`src/rtl/fetch_stage.sv`:
```
// Instruction-fetch stage: owns the PC, resolves redirects from decode-stage
// signals, and holds the IF/ID register with delayed-branch semantics.
module fetch_stage #(
  parameter logic [31:0] RESET_PC = 32'h0000_3000
) (
  input  logic        clk,
  input  logic        reset_n,
  output logic [31:0] imemAddr,
  input  logic [31:0] imemData,
  input  logic        stall,
  input  logic        absJump,
  input  logic        absJumpLoc,
  input  logic        branch,
  input  logic        branchTaken,
  input  logic [31:0] immediateD,
  input  logic [31:0] regTarget,
  input  logic        byeD,
  output logic [31:0] instructionD,
  output logic [31:0] pcD,
  output logic        bubbleD,
  output logic        halted,
  output logic        fetchError
);

  typedef enum logic [1:0] {
    S_RUN,
    S_HALT,
    S_ERROR
  } state_t;

  state_t      state, stateNext;
  logic [31:0] pcF, pcFNext;
  logic [31:0] pcDNext;
  logic [31:0] instrNext;
  logic        bubbleNext;
  logic        haltedNext;
  logic        errorNext;
  logic [31:0] pcDPlus4;
  logic [31:0] target;

  assign imemAddr = pcF;
  assign pcDPlus4 = pcD + 32'd4;

  // Redirects only come from a valid instruction sitting in D.
  always_comb begin
    target = pcF + 32'd4;
    if (!bubbleD) begin
      if (absJump && absJumpLoc)
        target = {pcDPlus4[31:28], immediateD[25:0], 2'b00};
      else if (absJump)
        target = regTarget;
      else if (branch && branchTaken)
        target = pcDPlus4 + (immediateD << 2);
    end
  end

  always_comb begin
    stateNext  = state;
    pcFNext    = pcF;
    pcDNext    = pcD;
    instrNext  = instructionD;
    bubbleNext = bubbleD;
    haltedNext = halted;
    errorNext  = fetchError;
    case (state)
      S_RUN: begin
        if (byeD && !bubbleD) begin
          stateNext  = S_HALT;
          haltedNext = 1'b1;
          instrNext  = '0;
          bubbleNext = 1'b1;
        end else if (stall) begin
          stateNext = S_RUN;
        end else if (target[1:0] != 2'b00) begin
          stateNext  = S_ERROR;
          haltedNext = 1'b1;
          errorNext  = 1'b1;
          instrNext  = '0;
          bubbleNext = 1'b1;
        end else begin
          pcFNext    = target;
          pcDNext    = pcF;
          instrNext  = imemData;
          bubbleNext = 1'b0;
        end
      end
      default: begin
        haltedNext = 1'b1;
        instrNext  = '0;
        bubbleNext = 1'b1;
      end
    endcase
  end

  always_ff @(posedge clk) begin
    if (!reset_n) begin
      state        <= S_RUN;
      pcF          <= RESET_PC;
      pcD          <= RESET_PC;
      instructionD <= '0;
      bubbleD      <= 1'b1;
      halted       <= 1'b0;
      fetchError   <= 1'b0;
    end else begin
      state        <= stateNext;
      pcF          <= pcFNext;
      pcD          <= pcDNext;
      instructionD <= instrNext;
      bubbleD      <= bubbleNext;
      halted       <= haltedNext;
      fetchError   <= errorNext;
    end
  end

endmodule

```
`config.mk`:
```
export PLATFORM = sky130hd
export DESIGN_NAME = fetch_stage
export DESIGN_NICKNAME = d
export VERILOG_FILES = /design/src/rtl/fetch_stage.sv
export SDC_FILE = /design/constraint.sdc
export NUM_CORES = 1
export LEC_CHECK = 0
export ABC_AREA = 1
export BUFFER_PORTS_ARGS = -buffer_cell sky130_fd_sc_hd__buf_2
export CAP_MARGIN = 20
export CELL_PAD_IN_SITES_DETAIL_PLACEMENT = 2
export CELL_PAD_IN_SITES_GLOBAL_PLACEMENT = 2
export CORE_UTILIZATION = 30
export CTS_BUF_LIST = sky130_fd_sc_hd__clkbuf_8
export DETAILED_ROUTE_END_ITERATION = 10
export PLACE_DENSITY_LB_ADDON = 0.1
export SKIP_CTS_REPAIR_TIMING = 1
export SLEW_MARGIN = 40
export SYNTH_ARGS = -nofsm -noshare
export SYNTH_HDL_FRONTEND = slang
export SYNTH_SLANG_ARGS = --single-unit
```
`constraint.sdc`:
```
create_clock -name clk -period 6.9 [get_ports clk]
set_input_delay 1.38 -clock clk [delete_from_list [all_inputs] [get_ports clk]]
set_output_delay 1.38 -clock clk [all_outputs]
set_load 0.02 [all_outputs]
```
==> results of run 1 <==
## sequential cells by signal, indices dropped and copies added, names as in the netlist
name	cells
imemAddr	32
instructionD	32
pcD	32
state	2
bubbleD	1
fetchError	1
halted	1
## synth_stat cells (all sizes together)
cell / n / area (um2)
a211oi: 4 / 40.0
a21o: 1 / 7.51
a21oi: 135 / 676
a221oi: 11 / 96.3
a22o: 1 / 8.76
a31oi: 4 / 40.0
and2: 1 / 6.26
buf: 18 / 97.6
clkbuf: 33 / 126
clkinv: 2 / 8.75
dfxtp: 101 / 2020
fa: 1 / 20.0
ha: 36 / 450
inv: 206 / 773
nand2: 462 / 1750
nand3: 146 / 741
nand3b: 3 / 22.5
nand4: 20 / 125
nor2: 119 / 464
nor3: 25 / 141
nor4: 3 / 33.8
o211ai: 3 / 22.5
o21a: 1 / 7.51
o21ai: 77 / 385
o22ai: 1 / 6.26
o31ai: 2 / 15.0
or2: 8 / 50.1
xnor2: 5 / 43.8
xor2: 34 / 298
## routing by layer
layer | routed length, um | GRT usage, % | vias up
li1 | - | - | 5038
met1 | 18500 | 35.7 | 5050
met2 | 19100 | 48.5 | 196
met3 | 1290 | 2.63 | 35
met4 | 840 | 7.87 | 0
met5 | 0 | 0 | -
## kinds of logic (layout without fill, tap and decap cells)
group           after synthesis  in the layout  share of synthesized area, %
flops                       101            101                          23.9
fa+ha+maj                    37             37                          5.55
simple gates                787            787                          39.3
xor+xnor                     39             39                          4.03
compound gates              240            240                          15.4
buf+inv                     259            433                          11.9
## critical path: cells and delay by family
| family | cells | cell delay, ns |
|---|---|---|
| compound gates | 3 | 0.21 |
| buf+inv | 8 | 2.03 |
| simple gates | 5 | 0.68 |
## per-stage QoR
step	setup slack, ns	power [mW]	utilization, %	instance area (um2)	hold slack [ns]
6_report	2.79	1.89	36.2	10100	0.470
5_1_grt	2.52	2.01	36.2	10100	0.491
4_1_cts	2.78	1.91	36.2	10100	0.472
3_5_place_dp	2.38	1.42	35.3	9810	0.455
3_3_place_gp	2.25	1.40	35.3	9810	0.434
2_1_floorplan	3.83	1.15	-	8480	0.441
## area by class of cell
class / instances / area share, %
multi-input cells: 1103 / 54.2
flip-flops and latches: 101 / 20.1
repair buffers: 209 / 10.8
inverters: 208 / 7.78
well taps: 378 / 4.70
clock buffers: 10 / 1.37
clock inverters: 6 / 1.09
## power by group
| part | switching (mW) | internal (mW) | total [mW] |
|---|---|---|---|
| sequential | 0.0693 | 0.631 | 0.701 |
| clock | 0.233 | 0.251 | 0.485 |
| combinational | 0.488 | 0.220 | 0.708 |
| total | 0.791 | 1.10 | 1.89 |
## final timing paths
kind,from,depth (start not counted),end,slack [ns]
max,absJump,16,imemAddr[21]$_SDFFE_PN0P_,2.79
min,instructionD[13]$_SDFFE_PP0N_,2,instructionD[13]$_SDFFE_PP0N_,0.47
max reg2reg,pcD[3]$_SDFFE_PN0P_,24,imemAddr[24]$_SDFFE_PN0P_,2.92
min reg2reg,instructionD[13]$_SDFFE_PP0N_,2,instructionD[13]$_SDFFE_PP0N_,0.47
==> out/summary.log, run 1 <==
[run_status] run status completed
[synthesis] mean area per synthesized cell 5.79 um2
[global_route] pin count of the biggest net entering global routing 85
[power_and_ir_drop] maximum vdd ir drop 0.101 mV
[die] Initial Util 30.5%
[cells_and_area] post-synthesis to final-layout area growth 18.7%
[hold_path] worst hold path type flip-flop to flip-flop
[power_and_ir_drop] total power density per cell area 188 mW/mm2
[global_route] total track usage 27.7%
[global_route] vias in the first global route 10,600
[routing] detailed-routing iteration count for the pre-antenna-repair pass 5
[job] number of max-cap violations 0
[timing] number of failing hold endpoints at the final stage 0
[cells_and_area] area taken by flip-flops and latches 0.00202 mm2
[placed_design] buffers added on ports 200
[cells_and_area] Fill cells 3,697
[cells_and_area] commonest cells after routing, fill and taps aside sky130_fd_sc_hd__nand2_1 (459), sky130_fd_sc_hd__inv_1 (200), sky130_fd_sc_hd__buf_2 (200)
[critical_path] arrival time of data at the critical path endpoint 4.38 ns
[timing] final-report setup violation count 0
[routing] DRC violations left 0
[placed_design] Detail Placement HPWL 32.6 mm
[critical_path] cell repeated most along the worst path sky130_fd_sc_hd__inv_2
[timing] setup repair after global routing missed its margin false
[routing] WL/cell 19.7 um
[routing] Post-Route WL 39.8 mm
[global_route] remaining global-route overflow 0
[placed_design] gp weighted congestion 0.922
[routing] via/cell ratio 5.12
[cells_and_area] share of final-layout standard cells stronger than drive strength 1 15.6%
[critical_path] worst-path fanout max 84
[synthesis] portion of the post-synthesis area used by sequential elements 23.9%
[routing] initial drt markers 476
[clock_network] buffer cell driving the clock tree root sky130_fd_sc_hd__clkbuf_8
[cells_and_area] total area of multi-input combinational cells 0.00545 mm2
[global_route] initial antenna violation count 0
[synthesis] number of distinct library cells after synthesis 47
[synthesis] Mapped Nets 1,604
[die] top-level port count 203
[clock_network] H-Tree Depth 3
[timing] Setup Skew 0.0160 ns
[critical_path] library cell contributing the largest single delay on the critical path sky130_fd_sc_hd__buf_6
[critical_path] crit-path max cell delay 0.50 ns
[die] Floorplan Core Area 0.0278 mm2
[critical_path] Worst setup EP type flip-flop
[clock_network] insertion delay of the later-clocked pin in the worst-skew pair 0.40 ns
[global_route] first-pass GRT wire length 60.4 mm
[timing] Tightest Pin Transition 0.774 ns
[clock_network] CTS tree built
[synthesis] Synth warnings 0
[clock_network] CTS Buf Count 9
[cells_and_area] final layout net count 1,773
[timing] worst relative slew slack 48.4%
[critical_path] startpoint type of the worst setup path primary input
[placed_design] Post-Place Cells 1,999
[timing] final worst-path cycle share 59.6%
[clock_network] CTS Buffer Depth 2
[critical_path] kind of critical path primary input to flip-flop
[timing] fmax 0.243 GHz
[critical_path] required time of the critical path 7.17 ns
[clock_network] number of sinks driven by the clock tree 101
[synthesis] cells after synthesis 1,463
[cells_and_area] filler-free cell count of the finished design 2,015
[synthesis] cell area after synthesis 0.00848 mm2
[die] number of rows created at floorplan 61
[cells_and_area] antenna diode instance count 0
[timing] final worst path period need 4.11 ns
[die] chip height 170 um
[routing] remaining number of nets flagged by the antenna check after routing 0
[routing] total number of vias 10,300
[timing] max-slew violations 0
[critical_path] cell-by-cell trace of the critical path buf_2, inv_2, nand2_2, nand2_4, clkinv_2, nor2_1, a31oi_4, buf_4, nand3_2, buf_6, inv_2, buf_12, o21ai_0, inv_1, nand2_1, a21oi_1
[synthesis] flop and latch count out of synthesis 101
[die] area of the die 0.0289 mm2
[clock_network] clock-pin slew on the worst setup and hold paths 0.11 ns
[power_and_ir_drop] leakage dissipation 5.09 nW
[cells_and_area] most frequent standard cell in the layout excluding fill and tap cells sky130_fd_sc_hd__nand2_1
[die] overall die width 170 um
[timing] accumulated negative setup slack 0 ns
Note: power is estimated with default switching activity, not from simulation.
==> inputs of run 2 (changes only) <==
--- a/config.mk
+++ b/config.mk
@@ -10,7 +10,7 @@
 export CAP_MARGIN = 20
 export CELL_PAD_IN_SITES_DETAIL_PLACEMENT = 2
 export CELL_PAD_IN_SITES_GLOBAL_PLACEMENT = 2
-export CORE_UTILIZATION = 30
+export CORE_UTILIZATION = 25
 export CTS_BUF_LIST = sky130_fd_sc_hd__clkbuf_8
 export DETAILED_ROUTE_END_ITERATION = 10
 export PLACE_DENSITY_LB_ADDON = 0.1
==> constraint.sdc (replaced) <==
create_clock -name clk -period 3.3 [get_ports clk]
set_input_delay 0.66 -clock clk [delete_from_list [all_inputs] [get_ports clk]]
set_output_delay 0.66 -clock clk [all_outputs]
set_load 0.02 [all_outputs]
==> out/summary.log, run 2 (synthesis results as in run 1) <==
[timing] worst relative slew slack 50.9% [+2.5 points]
[timing] Tightest Pin Transition 0.735 ns [-0.0385 ns]
[die] area of the die 0.0346 mm2 [+20%]
[cells_and_area] final layout net count 1,907 [+7.6%]
[critical_path] reg-to-reg endpoint imemAddr[26]$_SDFFE_PN0P_
[critical_path] arrival time of data at the critical path endpoint 3.67 ns [-0.71 ns]
[cells_and_area] Fill cells 4,216 [+14%]
[timing] number of failing hold endpoints at the final stage 0 [unchanged]
[timing] final worst path period need 3.39 ns
[timing] final-report setup violation count 7 [+7]
[routing] WL/cell 20.1 um [+1.9%]
[critical_path] required time of the critical path 3.58 ns [-3.59 ns]
[critical_path] crit-path max cell delay 0.37 ns [-0.13 ns]
[run_status] run status complete, but fails checks
[timing] setup repair after global routing missed its margin true
[hold_path] worst hold path type flip-flop to flip-flop
[clock_network] CTS Buffer Depth 2 [unchanged]
[critical_path] startpoint type of the worst setup path flip-flop
[die] number of rows created at floorplan 67 [+9.8%]
[clock_network] insertion delay of the later-clocked pin in the worst-skew pair 0.40 ns [about the same]
[routing] via/cell ratio 4.89 [-4.6%]
[hold_path] hold path depth 2 [unchanged]
[global_route] first-pass GRT wire length 65.7 mm [+8.8%]
[hold_path] Endpoint, Worst Hold fetchError$_SDFFE_PN0P_
[cells_and_area] post-synthesis to final-layout area growth 38.2%
[placed_design] buffers added on ports 200 [unchanged]
[routing] detailed-routing iteration count for the pre-antenna-repair pass 5 [unchanged]
[routing] DRC violations left 0 [unchanged]
[die] top-level port count 203 [unchanged]
[power_and_ir_drop] leakage dissipation 5.84 nW [+15%]
[cells_and_area] commonest cells after routing, fill and taps aside sky130_fd_sc_hd__nand2_1 (431), sky130_fd_sc_hd__buf_2 (200), sky130_fd_sc_hd__inv_1 (196)
[global_route] pin count of the biggest net entering global routing 70 [-18%]
[timing] final worst hold slack 0.463 ns [-0.00667 ns]
[routing] initial drt markers 456 [-4.2%]
[critical_path] startpoint of the most critical register-to-register path pcD[3]$_SDFFE_PN0P_
[global_route] initial antenna violation count 0 [unchanged]
[critical_path] Worst setup EP type flip-flop
[die] overall die width 186 um [+9.4%]
[clock_network] H-Tree Depth 3 [unchanged]
[clock_network] clock-pin slew on the worst setup and hold paths 0.10 ns [about the same]
[timing] least setup slack across all paths after layout -0.0922 ns [-2.88 ns]
[global_route] remaining global-route overflow 0 [unchanged]
[critical_path] cell repeated most along the worst path sky130_fd_sc_hd__nand2_1
[critical_path] cell family with the largest share of critical-path delay simple AND/OR/NAND/NOR gates
[hold_path] Worst Hold Launch fetchError$_SDFFE_PN0P_
[critical_path] logic depth of the worst register-to-register path 28 [+17%]
[critical_path] library cell contributing the largest single delay on the critical path sky130_fd_sc_hd__dfxtp_2
[critical_path] worst-path fanout max 3 [-96%]
[global_route] vias in the first global route 11,300 [+6.5%]
[critical_path] flop-to-flop setup slack -0.09 ns [-3.01 ns]
[die] Floorplan Core Area 0.0334 mm2 [+20%]
[routing] remaining number of nets flagged by the antenna check after routing 0 [unchanged]
[power_and_ir_drop] total power density per cell area 348 mW/mm2 [+85%]
[clock_network] buffer cell driving the clock tree root sky130_fd_sc_hd__clkbuf_8
[placed_design] gp weighted congestion 0.860 [-6.8%]
[cells_and_area] final core utilization 35.0% [-1.2 points]
[global_route] total track usage 25.5% [-2.1 points]
[timing] final worst-path cycle share 103%
[run_status] failing checks negative setup slack
[clock_network] CTS Buf Count 9 [unchanged]
[cells_and_area] share of final-layout standard cells stronger than drive strength 1 29.2% [+14 points]
[timing] Setup Skew 0.0127 ns [-0.00323 ns]
[cells_and_area] most frequent standard cell in the layout excluding fill and tap cells sky130_fd_sc_hd__nand2_1
[routing] total number of vias 10,800 [+5.1%]
[clock_network] number of sinks driven by the clock tree 101 [unchanged]
[routing] Post-Route WL 44.6 mm [+12%]
[timing] max-slew violations 0 [unchanged]
[critical_path] kind of critical path flip-flop to flip-flop
[critical_path] CP bufs+invs 5 [-3]
[die] chip height 186 um [+9.4%]
[power_and_ir_drop] maximum vdd ir drop 0.162 mV [+60%]
[timing] fmax 0.295 GHz
[die] Initial Util 25.3% [-5.2 points]
[placed_design] Detail Placement HPWL 36.3 mm [+11%]
[clock_network] CTS tree built
[job] number of max-cap violations 0 [unchanged]
[run 2: changes by cell type in the layout (fill, tap and decap cells not counted), moves of 16 or more]
cell | previous run | this run
sky130_fd_sc_hd__a21oi_2 | 0 | 16
sky130_fd_sc_hd__a21oi_1 | 135 | 117
sky130_fd_sc_hd__nand3_1 | 144 | 124
sky130_fd_sc_hd__nand2_1 | 459 | 431
sky130_fd_sc_hd__nor2_1 | 114 | 92
sky130_fd_sc_hd__buf_4 | 7 | 140
sky130_fd_sc_hd__nand2_2 | 2 | 25
sky130_fd_sc_hd__nand3_2 | 2 | 18
[run 2: how the worst max path moves through the flow]
stage                          from                         to  slack (ns)  depth (start not counted)
2_1_floorplan   pcD[3]$_SDFFE_PN0P_  imemAddr[30]$_SDFFE_PN0P_        0.23                         27
3_3_place_gp   pcD[14]$_SDFFE_PN0P_  imemAddr[27]$_SDFFE_PN0P_       -0.14                         23
3_5_place_dp   pcD[14]$_SDFFE_PN0P_  imemAddr[27]$_SDFFE_PN0P_       -0.24                         23
4_1_cts        pcD[14]$_SDFFE_PN0P_  imemAddr[27]$_SDFFE_PN0P_       -0.28                         23
5_1_grt         pcD[2]$_SDFFE_PN0P_  imemAddr[26]$_SDFFE_PN0P_       -0.35                         26
6_report        pcD[3]$_SDFFE_PN0P_  imemAddr[26]$_SDFFE_PN0P_       -0.09                         28
[run 2: final cells by class]
cell class	instances	area [um2]	area share, %
clock buffer	10	138	1.17
antenna	1	2.50	0.0214
timing repair buffer	343	2090	17.9
multi-input combinational	1103	6090	52.0
clock inverter	5	21.3	0.182
inverter	208	782	6.68
tap	448	561	4.78
sequential	101	2030	17.3
[run 2: report_power, final]
part | total [mW] | switching [mW] | internal [mW] | leakage, nW
registers | 1.43 | 0.110 | 1.32 | 0.830
clock network | 0.746 | 0.464 | 0.282 | 0.0957
logic | 1.90 | 1.22 | 0.680 | 4.91
total | 4.07 | 1.79 | 2.28 | 5.84
[run 2: metal layers]
layer | vias up | global-route usage [%] | share of wire, %
met5 | - | 0 | 0
met4 | 0 | 4.72 | 1.5
met3 | 33 | 2.92 | 3.1
met2 | 180 | 45.7 | 50
met1 | 5329 | 32.9 | 46
li1 | 5304 | - | -
[run 2: worst min-delay path, stage by stage (launching register included)]
cell	delay, ns
sky130_fd_sc_hd__dfxtp_1	0.32
sky130_fd_sc_hd__inv_1	0.05
sky130_fd_sc_hd__a21oi_1	0.05
[run 2: metrics by stage]
step | cells | cell area (um2) | TNS, ns | worst slack, ns | total power [mW]
finish | 2219 | 11700 | -0.185 | -0.0922 | 4.07
detailed placement | 2198 | 10900 | -2.30 | -0.241 | 3.20
global placement | 2198 | 10900 | -0.897 | -0.142 | 3.15
global route | 2218 | 11700 | -3.37 | -0.352 | 4.34
floorplan | 1463 | 8480 | 0 | 0.225 | 2.40
CTS | 2213 | 11000 | -2.78 | -0.275 | 3.95
